===== src/rtl/clk_prog_seq_pkg.sv =====
// Shared types and constants for the dcm frequency-code programming sequencer.
package clk_prog_seq_pkg;

  localparam int PROG_W_DEF = 3;

  localparam logic REQ_A = 1'b0;
  localparam logic REQ_B = 1'b1;

  typedef enum logic [2:0] {
    IDLE,
    SETUP,
    PULSE,
    WAIT,
    DONE
  } state_t;

endpackage


===== src/rtl/clk_prog_rr_arb.sv =====
// Two-way round-robin arbiter; the tie pointer only moves when both sides request together.
module clk_prog_rr_arb
  import clk_prog_seq_pkg::*;
(
  input  logic       clk,
  input  logic       rst_n,
  input  logic [1:0] req,
  input  logic       advance,
  output logic [1:0] gnt
);

  logic ptr;

  always_comb begin
    gnt = 2'b00;
    case (req)
      2'b01:   gnt = 2'b01;
      2'b10:   gnt = 2'b10;
      2'b11:   gnt = (ptr == REQ_B) ? 2'b10 : 2'b01;
      default: gnt = 2'b00;
    endcase
  end

  always_ff @(posedge clk or negedge rst_n) begin
    if (!rst_n) begin
      ptr <= REQ_A;
    end else if (advance && (req == 2'b11)) begin
      ptr <= ~ptr;
    end
  end

endmodule


===== src/rtl/clk_prog_sequencer.sv =====
// Arbitrates two requesters and drives the dcm prog_in/update handshake, then waits for confirmation.
// Define CLK_PROG_SEQ_STEP_EN to walk the code toward the target one step per update pulse.
module clk_prog_sequencer
  import clk_prog_seq_pkg::*;
#(
  parameter int PROG_W      = PROG_W_DEF,
  parameter int UPD_PULSE_W = 4,
  parameter int TIMEOUT_CYC = 1024
) (
  input  logic              clk,
  input  logic              rst,
  input  logic              req_a,
  input  logic [PROG_W-1:0] prog_a,
  input  logic              req_b,
  input  logic [PROG_W-1:0] prog_b,
  output logic              done_a,
  output logic              done_b,
  output logic              err_timeout,
  output logic              busy,
  output logic [PROG_W-1:0] dcm_prog_in,
  output logic              dcm_update,
  input  logic [PROG_W-1:0] dcm_prog_out,
  output logic [PROG_W-1:0] cur_prog,
  output state_t            dbg_state
);

  localparam int CNT_W  = $clog2(TIMEOUT_CYC + 1);
  localparam int PCNT_W = $clog2(UPD_PULSE_W + 1);

  state_t            state, state_next;
  logic              owner;
  logic              err_flag;
  logic [1:0]        req_vec, armed, req_eff, gnt;
  logic [PROG_W-1:0] target, gnt_prog, sel_tgt, step_val;
  logic [CNT_W-1:0]  cnt;
  logic [PCNT_W-1:0] pcnt;
  logic              advance, confirmed, timeout_hit;

  // A requester is re-armed only after it lowers req, so a held level never re-triggers.
  assign req_vec = {req_b, req_a};
  assign req_eff = req_vec & armed;
  assign advance = (state == IDLE) && (|gnt);

  clk_prog_rr_arb u_arb (
    .clk     (clk),
    .rst_n   (rst),
    .req     (req_eff),
    .advance (advance),
    .gnt     (gnt)
  );

  always_comb begin
    gnt_prog    = gnt[REQ_B] ? prog_b : prog_a;
    sel_tgt     = (state == IDLE) ? gnt_prog : target;
    step_val    = sel_tgt;
`ifdef CLK_PROG_SEQ_STEP_EN
    if (sel_tgt > cur_prog) begin
      step_val = cur_prog + PROG_W'(1);
    end else if (sel_tgt < cur_prog) begin
      step_val = cur_prog - PROG_W'(1);
    end
`endif
    confirmed   = (cur_prog == dcm_prog_in);
    timeout_hit = (state == WAIT) && !confirmed && (cnt == CNT_W'(TIMEOUT_CYC - 1));

    state_next = state;
    case (state)
      IDLE:  if (advance) state_next = (gnt_prog == cur_prog) ? DONE : SETUP;
      SETUP: state_next = PULSE;
      PULSE: if (pcnt == PCNT_W'(UPD_PULSE_W - 1)) state_next = WAIT;
      WAIT: begin
        if (confirmed) begin
`ifdef CLK_PROG_SEQ_STEP_EN
          state_next = (dcm_prog_in == target) ? DONE : SETUP;
`else
          state_next = DONE;
`endif
        end else if (timeout_hit) begin
          state_next = DONE;
        end
      end
      DONE:    state_next = IDLE;
      default: state_next = IDLE;
    endcase
  end

  always_ff @(posedge clk or negedge rst) begin
    if (!rst) begin
      state       <= IDLE;
      owner       <= REQ_A;
      target      <= '0;
      err_flag    <= 1'b0;
      armed       <= 2'b11;
      cnt         <= '0;
      pcnt        <= '0;
      dcm_prog_in <= '0;
      dcm_update  <= 1'b0;
      cur_prog    <= '0;
    end else begin
      state      <= state_next;
      cur_prog   <= dcm_prog_out;
      dcm_update <= (state_next == PULSE);
      // prog_in only moves on SETUP entry, so it is stable across the whole update pulse.
      if (state_next == SETUP) dcm_prog_in <= step_val;

      if (state != WAIT) cnt <= '0;
      else if (cnt < CNT_W'(TIMEOUT_CYC)) cnt <= cnt + CNT_W'(1);

      if (state != PULSE) pcnt <= '0;
      else pcnt <= pcnt + PCNT_W'(1);

      if (advance) begin
        owner    <= gnt[REQ_B];
        target   <= gnt_prog;
        err_flag <= 1'b0;
      end else if (timeout_hit) begin
        err_flag <= 1'b1;
      end

      for (int i = 0; i < 2; i++) begin
        if (advance && gnt[i]) armed[i] <= 1'b0;
        else if (!req_vec[i]) armed[i] <= 1'b1;
      end
    end
  end

  // An owner that dropped req mid-transaction is already re-armed, which suppresses its done.
  assign busy        = (state != IDLE);
  assign done_a      = (state == DONE) && (owner == REQ_A) && !armed[REQ_A];
  assign done_b      = (state == DONE) && (owner == REQ_B) && !armed[REQ_B];
  assign err_timeout = err_flag && (done_a || done_b);
  assign dbg_state   = state;

endmodule


===== config.mk =====
export PLATFORM = sky130hd
export DESIGN_NAME = clk_prog_sequencer
export DESIGN_NICKNAME = d
export VERILOG_FILES = /design/src/rtl/clk_prog_seq_pkg.sv /design/src/rtl/clk_prog_rr_arb.sv /design/src/rtl/clk_prog_sequencer.sv
export SDC_FILE = /design/constraint.sdc
export NUM_CORES = 1
export LEC_CHECK = 0
export BUFFER_PORTS_ARGS = -buffer_cell sky130_fd_sc_hd__buf_2
export CAP_MARGIN = 20
export CORE_UTILIZATION = 55
export CTS_BUF_LIST = sky130_fd_sc_hd__clkbuf_4 sky130_fd_sc_hd__clkbuf_8 sky130_fd_sc_hd__clkbuf_16
export DETAILED_ROUTE_END_ITERATION = 10
export GPL_TIMING_DRIVEN = 1
export PLACE_DENSITY = 0.79
export RECOVER_POWER = 25
export SLEW_MARGIN = 20
export SYNTH_ARGS = -nofsm -noshare
export SYNTH_HDL_FRONTEND = slang
export SYNTH_SLANG_ARGS = --single-unit

===== constraint.sdc =====
create_clock -name clk -period 6.3 [get_ports clk]
set_clock_uncertainty 0.1 [all_clocks]
set_input_delay 0 -clock clk [delete_from_list [all_inputs] [get_ports clk]]
set_output_delay 0 -clock clk [all_outputs]
set_load 0.005 [all_outputs]

# --- After elaboration in Yosys (flattened, before gate mapping) ---
# Index checks and enable logic that the tools add are counted.
op_classes:
  addsub: 2
  order_cmp: 1
  eq_ne: 17
  mux: 19
  n_bitwise: 3
  n_reduce_logical: 20
ops:
  columns: ["operator", "n"]
  rows:
  - ["2-to-1 mux 3 bit", 8]
  - ["2-to-1 mux 11 bit", 2]
  - ["== test 3 x 2 -> 1 bit, second input constant", 4]
  - ["one-hot mux 3 bit (4 select lines)", 1]
  - ["adder 11 x 1 -> 11 bit, second input constant", 1]
  - ["== test 11 x 10 -> 1 bit, second input constant", 1]
  - ["logical AND 1 bit", 11]
  - ["< comparator 11 bit, second input constant", 1]
  - ["== test 3 x 1 -> 1 bit, second input constant", 2]
  - ["== test 3 bit", 2]
  - ["2-to-1 mux 1 bit", 6]
  - ["inequality test 3 x 2 -> 1 bit, second input constant", 2]
  - ["one-hot mux 2 bit (3 select lines)", 1]
  - ["== test 2 bit, second input constant", 2]
  - ["inequality test 2 x 1 -> 1 bit, second input constant", 2]
  - ["nonzero test 2 bit", 2]
  - ["adder 3 x 1 -> 3 bit, second input constant", 1]
  - ["== test 3 bit, second input constant", 1]
  - ["logical NOT 1 bit", 3]
  - ["logical NOT 3 bit", 1]
  - ["nonzero test 3 bit", 1]
  - ["AND 2 bit", 1]
  - ["== test 2 x 1 -> 1 bit, second input constant", 1]
  - ["2-to-1 mux 2 bit", 1]
  - ["other kinds (3)", 4]
totals:
  reg_bits: 32
  inputBits: 13
  output_inout_bits: 14
  wordCells: 74

# --- Longest topological paths before layout ---
depth:
  depth_word: 9
  depth_mapped: 7
  depth_no_buf: 7

# --- By module ---
# Synthesis repeated with hierarchy kept, for this count alone.
unflattened:
  cells_unflattened: 142
  area_unflattened_um2: 1530.2
modules_own_cells:
  columns: ["mod", "instances", "cells_per_inst", "area_each_um2", "seq_area_each_um2"]
  rows:
  - ["clk_prog_sequencer", 1, 136, 1472.7, 778.2]
  - ["clk_prog_rr_arb", 1, 6, 57.6, 25.0]

# --- Worst setup path after synthesis ---
# No wires, ideal clock.
synth_timing:
  path_kind: "reg-to-reg"
  startpoint: "register armed[0]"
  endpoint: "register dcm_prog_in[1]"
  setup_time_ps: 128
  arrival_time_ps: 1996
  required_time_ps: 6072
  slack_ps: 4076
  stages_incl_launch_ff: 7
  path_buffers: 0
  period_less_slack_ps: 2224
  cell_sequence: "dfstp_2 and3b_4 o21ai_2 and3_4 or4_4 o21ai_2 mux2_1"
synth_between:
  elab_chain_cells: 9
  elab_cells_between_ends: 14
  cone_classes: "5 x eq/ne; 6 x mux; 1 x bitwise; 2 x reduce/logical"
synth_lines:
  columns: ["element", "line", "source"]
  rows:
  - ["start, declared", "clk_prog_sequencer.sv:33", "logic [1:0] req_vec, armed, req_eff, gnt;"]
  - ["start signal, assigned", "clk_prog_sequencer.sv:93", "armed <= 2'b11;"]
  - ["start signal, assigned by index", "clk_prog_sequencer.sv:121", "if (advance && gnt[i]) armed[i] <= 1'b0;"]
  - ["start signal, assigned by index", "clk_prog_sequencer.sv:122", "else if (!req_vec[i]) armed[i] <= 1'b1;"]
  - ["AND 2 bit *", "clk_prog_sequencer.sv:41", "assign req_eff = req_vec & armed;"]
  - ["== test 2 bit / == test 2 x 1 -> 1 bit (equally long branches)", "clk_prog_rr_arb.sv:16", "case (req)"]
  - ["one-hot mux 2 bit (3 select lines) *", "clk_prog_rr_arb.sv:16", null]
  - ["2-to-1 mux 3 bit", "clk_prog_sequencer.sv:53", "gnt_prog = gnt[REQ_B] ? prog_b : prog_a;"]
  - ["== test 3 bit", "clk_prog_sequencer.sv:68", "IDLE: if (advance) state_next = (gnt_prog == cur_prog) ? DONE : SETUP;"]
  - ["2-to-1 mux 3 bit (2 in a row)", "clk_prog_sequencer.sv:68", null]
  - ["one-hot mux 3 bit (4 select lines)", "clk_prog_sequencer.sv:67", "case (state)"]
  - ["== test 3 x 1 -> 1 bit", "clk_prog_sequencer.sv:104", "if (state_next == SETUP) dcm_prog_in <= step_val;"]
  - ["end signal, assigned", "clk_prog_sequencer.sv:104", null]
  - ["end, declared", "clk_prog_sequencer.sv:20", "output logic [PROG_W-1:0] dcm_prog_in,"]
# Every way passes the cells marked *; elsewhere a longest branch is shown, timed or not.
# A chain may end at the register's enable or synchronous reset.

# --- Worst setup path after layout ---
# Same ends and word-level chain as after synthesis.

==> report_table.html <==
<table>
<tr><th>Metric</th><th>Value</th></tr>
<tr><th colspan="2">Setup path</th></tr>
<tr><td>Required time of the critical path</td><td>approximately 6400 ps</td></tr>
<tr><td>Crit-path slowest cell</td><td>sky130_fd_sc_hd__dfstp_2</td></tr>
<tr><td>Delay of the slowest cell on the worst path</td><td>slightly below 600 ps</td></tr>
<tr><td>Worst Setup Path Type</td><td>flop to flop</td></tr>
<tr><td>Endpoint kind of the worst setup timing path</td><td>flop</td></tr>
<tr><td>Cell count of the worst reg-to-reg path</td><td>6</td></tr>
<tr><td>Ordered cell list for the critical path</td><td>and3b_4, o21ai_2, and3_4, or4_4, o21ai_2, mux2_1</td></tr>
<tr><td>Arrival time of data at the critical path endpoint</td><td>roughly 2500 ps</td></tr>
<tr><td>Setup slack of the worst register-to-register path</td><td>just under 4000 ps</td></tr>
<tr><td>Critical Path Fanout Max</td><td>6</td></tr>
<tr><td>Crit path launch type</td><td>flop</td></tr>
<tr><td>Cell type with the highest occurrence count on the critical path</td><td>sky130_fd_sc_hd__o21ai_2</td></tr>
<tr><th colspan="2">Synthesis</th></tr>
<tr><td>Warning count from the yosys run</td><td>0</td></tr>
<tr><td>Share of Yosys cell area claimed by the top area cell type</td><td>a little under half</td></tr>
<tr><td>Number of standard cells after synthesis</td><td>roughly 140</td></tr>
<tr><td>Synthesized flop and latch total</td><td>29</td></tr>
<tr><td>Largest area contributor in the synthesized netlist</td><td>sky130_fd_sc_hd__dfrtp_1</td></tr>
<tr><td>Average cell area after synthesis</td><td>~10 um^2</td></tr>
<tr><td>Proportion of synthesized chip area in sequential cells</td><td>between 50% and 60%</td></tr>
<tr><td>Synth cell types</td><td>36</td></tr>
<tr><td>Post-Syn Nets</td><td>approximately 160</td></tr>
<tr><td>Area contributors post-synth</td><td>sky130_fd_sc_hd__dfrtp_1, sky130_fd_sc_hd__nor2_1, sky130_fd_sc_hd__xor2_1, sky130_fd_sc_hd__nand2_1, sky130_fd_sc_hd__dfstp_2</td></tr>
<tr><td>Synthesized cell area</td><td>about 0.0014 mm^2</td></tr>
<tr><th colspan="2">Power</th></tr>
<tr><td>Switching power as a share of total power</td><td>about a third</td></tr>
<tr><td>Net switching component of the power</td><td>between 0.2 and 0.25 mW</td></tr>
<tr><td>Power Density</td><td>around 340 mW/mm^2</td></tr>
<tr><td>Share of power burned in combinational logic</td><td>between 30% and 40%</td></tr>
<tr><td>Internal power</td><td>around 0.37 mW</td></tr>
<tr><td>Share of total power in sequential cells</td><td>47.0%</td></tr>
<tr><td>Worst IR Drop VDD</td><td>roughly 240 uV</td></tr>
<tr><td>Static leakage power</td><td>0.827 nW</td></tr>
<tr><td>Clock group share of total power</td><td>roughly a fifth</td></tr>
<tr><th colspan="2">Timing</th></tr>
<tr><td>Fin Setup TNS</td><td>0 ps</td></tr>
<tr><td>Slew headroom</td><td>-1.03%</td></tr>
<tr><td>Timing-limited maximum frequency</td><td>0.424 GHz</td></tr>
<tr><td>Final critical delay including setup and external delays</td><td>~2400 ps</td></tr>
<tr><td>Setup repair after global routing missed its margin</td><td>false</td></tr>
<tr><td>Transition time at the pin with the least slew margin</td><td>approximately 1500 ps</td></tr>
<tr><td>Number of endpoints with negative hold slack in the final report</td><td>0</td></tr>
<tr><td>Share of the clock period used by the worst path after layout</td><td>37.5%</td></tr>
<tr><td>Number of setup violations in the final report</td><td>0</td></tr>
<tr><td>Number of max-slew violations in the final report</td><td>30</td></tr>
<tr><td>Slack of the critical path</td><td>roughly 4000 ps</td></tr>
<tr><th colspan="2">Outcome</th></tr>
<tr><td>Run status</td><td>finished, violations left</td></tr>
<tr><td>Violations in the final reports</td><td>max-capacitance violations, max-slew violations</td></tr>
<tr><th colspan="2">Cells and area</th></tr>
<tr><td>Number of diodes added for antenna fixing</td><td>0</td></tr>
<tr><td>Ratio of cells with drive above 1 in the final layout</td><td>23.8%</td></tr>
<tr><td>Leading cell types in the layout, fill and taps excluded</td><td>sky130_fd_sc_hd__dfrtp_1, sky130_fd_sc_hd__nor2_1, sky130_fd_sc_hd__buf_2</td></tr>
<tr><td>Final net count</td><td>just under 200</td></tr>
<tr><td>Leading cell type in the layout, fill and taps excluded</td><td>sky130_fd_sc_hd__dfrtp_1</td></tr>
<tr><td>End-of-flow core utilization</td><td>around 74%</td></tr>
<tr><td>Non-Filler Instances</td><td>about 210</td></tr>
<tr><td>Total area of multi-input combinational cells</td><td>658 um^2</td></tr>
<tr><td>Storage cell area</td><td>roughly 730 um^2</td></tr>
<tr><td>Relative area change from synthesis to final layout</td><td>21.2%</td></tr>
<tr><td>Filler instances</td><td>176</td></tr>
<tr><th colspan="2">Die</th></tr>
<tr><td>Total core area</td><td>around 0.0023 mm^2</td></tr>
<tr><td>Floorplan die area</td><td>0.00277 mm^2</td></tr>
<tr><td>Number of ports placed on the die boundary</td><td>27</td></tr>
<tr><td>Starting Density</td><td>between 60 and 70%</td></tr>
<tr><td>Overall die width</td><td>52.6 um</td></tr>
<tr><td>Die H</td><td>around 53 um</td></tr>
<tr><td>Number of standard-cell rows in the floorplan</td><td>17</td></tr>
<tr><th colspan="2">Run</th></tr>
<tr><td>Max-Cap Viols</td><td>1</td></tr>
<tr><th colspan="2">GRT</th></tr>
<tr><td>Largest net degree at the start of global routing</td><td>30</td></tr>
<tr><td>Initial antenna violation count</td><td>0</td></tr>
<tr><td>Via count of the first global-routing pass</td><td>around 1100</td></tr>
<tr><td>Global-route wire length before repair</td><td>between 4000 and 5000 um</td></tr>
<tr><td>Aggregate global routing overflow</td><td>0</td></tr>
<tr><td>Total Routing Usage GR</td><td>a little under a quarter</td></tr>
<tr><th colspan="2">Placed design</th></tr>
<tr><td>Number of instances in the placed design</td><td>between 150 and 200</td></tr>
<tr><td>HPWL after detailed placement</td><td>a little under 2000 um</td></tr>
<tr><td>Post-Place Worst Slack</td><td>between 3000 and 4000 ps</td></tr>
<tr><td>Weighted congestion reported at the end of routability-driven placement</td><td>just over 0.8</td></tr>
<tr><td>Count of input and output buffers</td><td>26</td></tr>
<tr><th colspan="2">Clock network</th></tr>
<tr><td>TritonCTS clock tree</td><td>yes</td></tr>
<tr><td>Post-CTS setup buffer count</td><td>0</td></tr>
<tr><td>Post-cts repair resize count</td><td>0</td></tr>
<tr><td>Clock transition at the registers of the reported paths</td><td>approximately 90 ps</td></tr>
<tr><td>Clock network latency to the later pin of the worst-skew pair</td><td>~330 ps</td></tr>
<tr><td>Clock buffer depth</td><td>2</td></tr>
<tr><td>CTS Buf Count</td><td>5</td></tr>
<tr><td>Number of clock sinks seen by CTS</td><td>29</td></tr>
<tr><td>Root Buffer</td><td>sky130_fd_sc_hd__clkbuf_4</td></tr>
<tr><td>Hold bufs inserted after CTS</td><td>8</td></tr>
<tr><td>Count of H-tree levels built during CTS</td><td>2</td></tr>
<tr><th colspan="2">Detailed routing</th></tr>
<tr><td>Via/cell ratio</td><td>5.45</td></tr>
<tr><td>Remaining DRCs</td><td>0</td></tr>
<tr><td>DR pass1 iterations</td><td>4</td></tr>
<tr><td>Per-cell routed wire length</td><td>between 10 and 15 um</td></tr>
<tr><td>Number of nets still failing antenna checks after routing</td><td>0</td></tr>
<tr><td>Count of routing violations after the opening detailed-route iteration</td><td>15</td></tr>
<tr><td>Vias post-DR</td><td>about 1100</td></tr>
<tr><td>Detailed Route WL</td><td>~2700 um</td></tr>
<tr><th colspan="2">Worst hold path</th></tr>
<tr><td>Worst Hold Class</td><td>primary input to flop</td></tr>
<tr><td>Worst hold stages</td><td>4</td></tr>
</table>
==> layout make-up <==
cell class	instances	area share, %
Timing Repair Buffer	34	12.2
Multi-Input combinational cell	106	38.5
Tap cell	28	2.05
Sequential cell	29	42.6
Clock buffer	7	3.44
Inverter	5	1.10
==> cells by family (layout without fill, tap and decap cells) <==
| logic type | count (synthesis) | after routing | synth area share, % |
|---|---|---|---|
| xor+xnor | 14 | 14 | 8.70 |
| fa+ha+maj | 3 | 3 | 2.66 |
| simple gates | 69 | 69 | 25.6 |
| compound gates | 17 | 17 | 7.55 |
| mux | 3 | 3 | 2.22 |
| buf+inv | 6 | 46 | 1.60 |
| flops | 29 | 29 | 51.7 |
==> sequential cells by signal (all words and copies together), names as in the netlist <==
| name | count |
|---|---|
| dcm_prog_in | 3 |
| err_flag | 1 |
| cur_prog | 3 |
| cnt | 11 |
| dbg_state | 3 |
| dcm_update | 1 |
| pcnt | 3 |
| owner | 1 |
| u_arb.ptr | 1 |
| armed | 2 |
==> critical path: cells and delay by family, from the launching register on <==
| kind | cells | cell delay (ps) |
|---|---|---|
| flops | 1 | 590 |
| simple gates | 3 | 930 |
| compound gates | 2 | 270 |
| mux | 1 | 350 |
==> layer usage <==
metal	wire length (um)	global-route usage, %	part of all wire [%]
met2	1250	38.0	46
met4	71	12.7	2.6
met5	0	0	0
met1	1270	29.5	46
met3	139	6.38	5.1
==> through the flow <==
step	hold WS, ps	area [um^2]	total power [mW]
2_1_floorplan	-396	1410	0.391
3_3_place_gp	-55.2	1570	0.445
3_5_place_dp	-48.9	1570	0.456
4_1_cts	24.7	1710	0.581
5_1_grt	87.5	1710	0.618
6_report	43.6	1710	0.576
==> cells in the mapped netlist, drive strengths merged <==
cell type  instances
mux2i              2
o22ai              1
nor2b              2
nor4b              1
and2               1
and3               7
or4                1
a22o               1
clkbuf             1
and3b              1
xnor2              4
inv                5
a32oi              1
xor2              10
ha                 3
nor3b              1
nand4b             1
nand3b             1
nor2              25
dfstp              2
or2                2
mux2               1
a211oi             1
a21oi              6
o21ai              6
nand2             17
dfrtp             27
nor3               4
nand3              5
o21a               1
==> path summary, 6_finish.rpt <==
kind,startpoint,end
max,armed[0],dcm_prog_in[1]
min,prog_a[0],dcm_prog_in[0]
max reg2reg,armed[0],dcm_prog_in[1]
min reg2reg,pcnt[0],pcnt[0]
max in group asynchronous,rst,cnt[1]
min in group asynchronous,rst,pcnt[1]
==> power groups by stage <==
stage	sequential (mW)	clock, mW	combinational [mW]
floorplan	0.267	0	0.124
global placement	0.271	0	0.174
detailed placement	0.274	0	0.181
CTS	0.271	0.121	0.189
global route	0.278	0.126	0.215
finish	0.271	0.118	0.187
No activity file was read; power rests on OpenSTA's default activity.
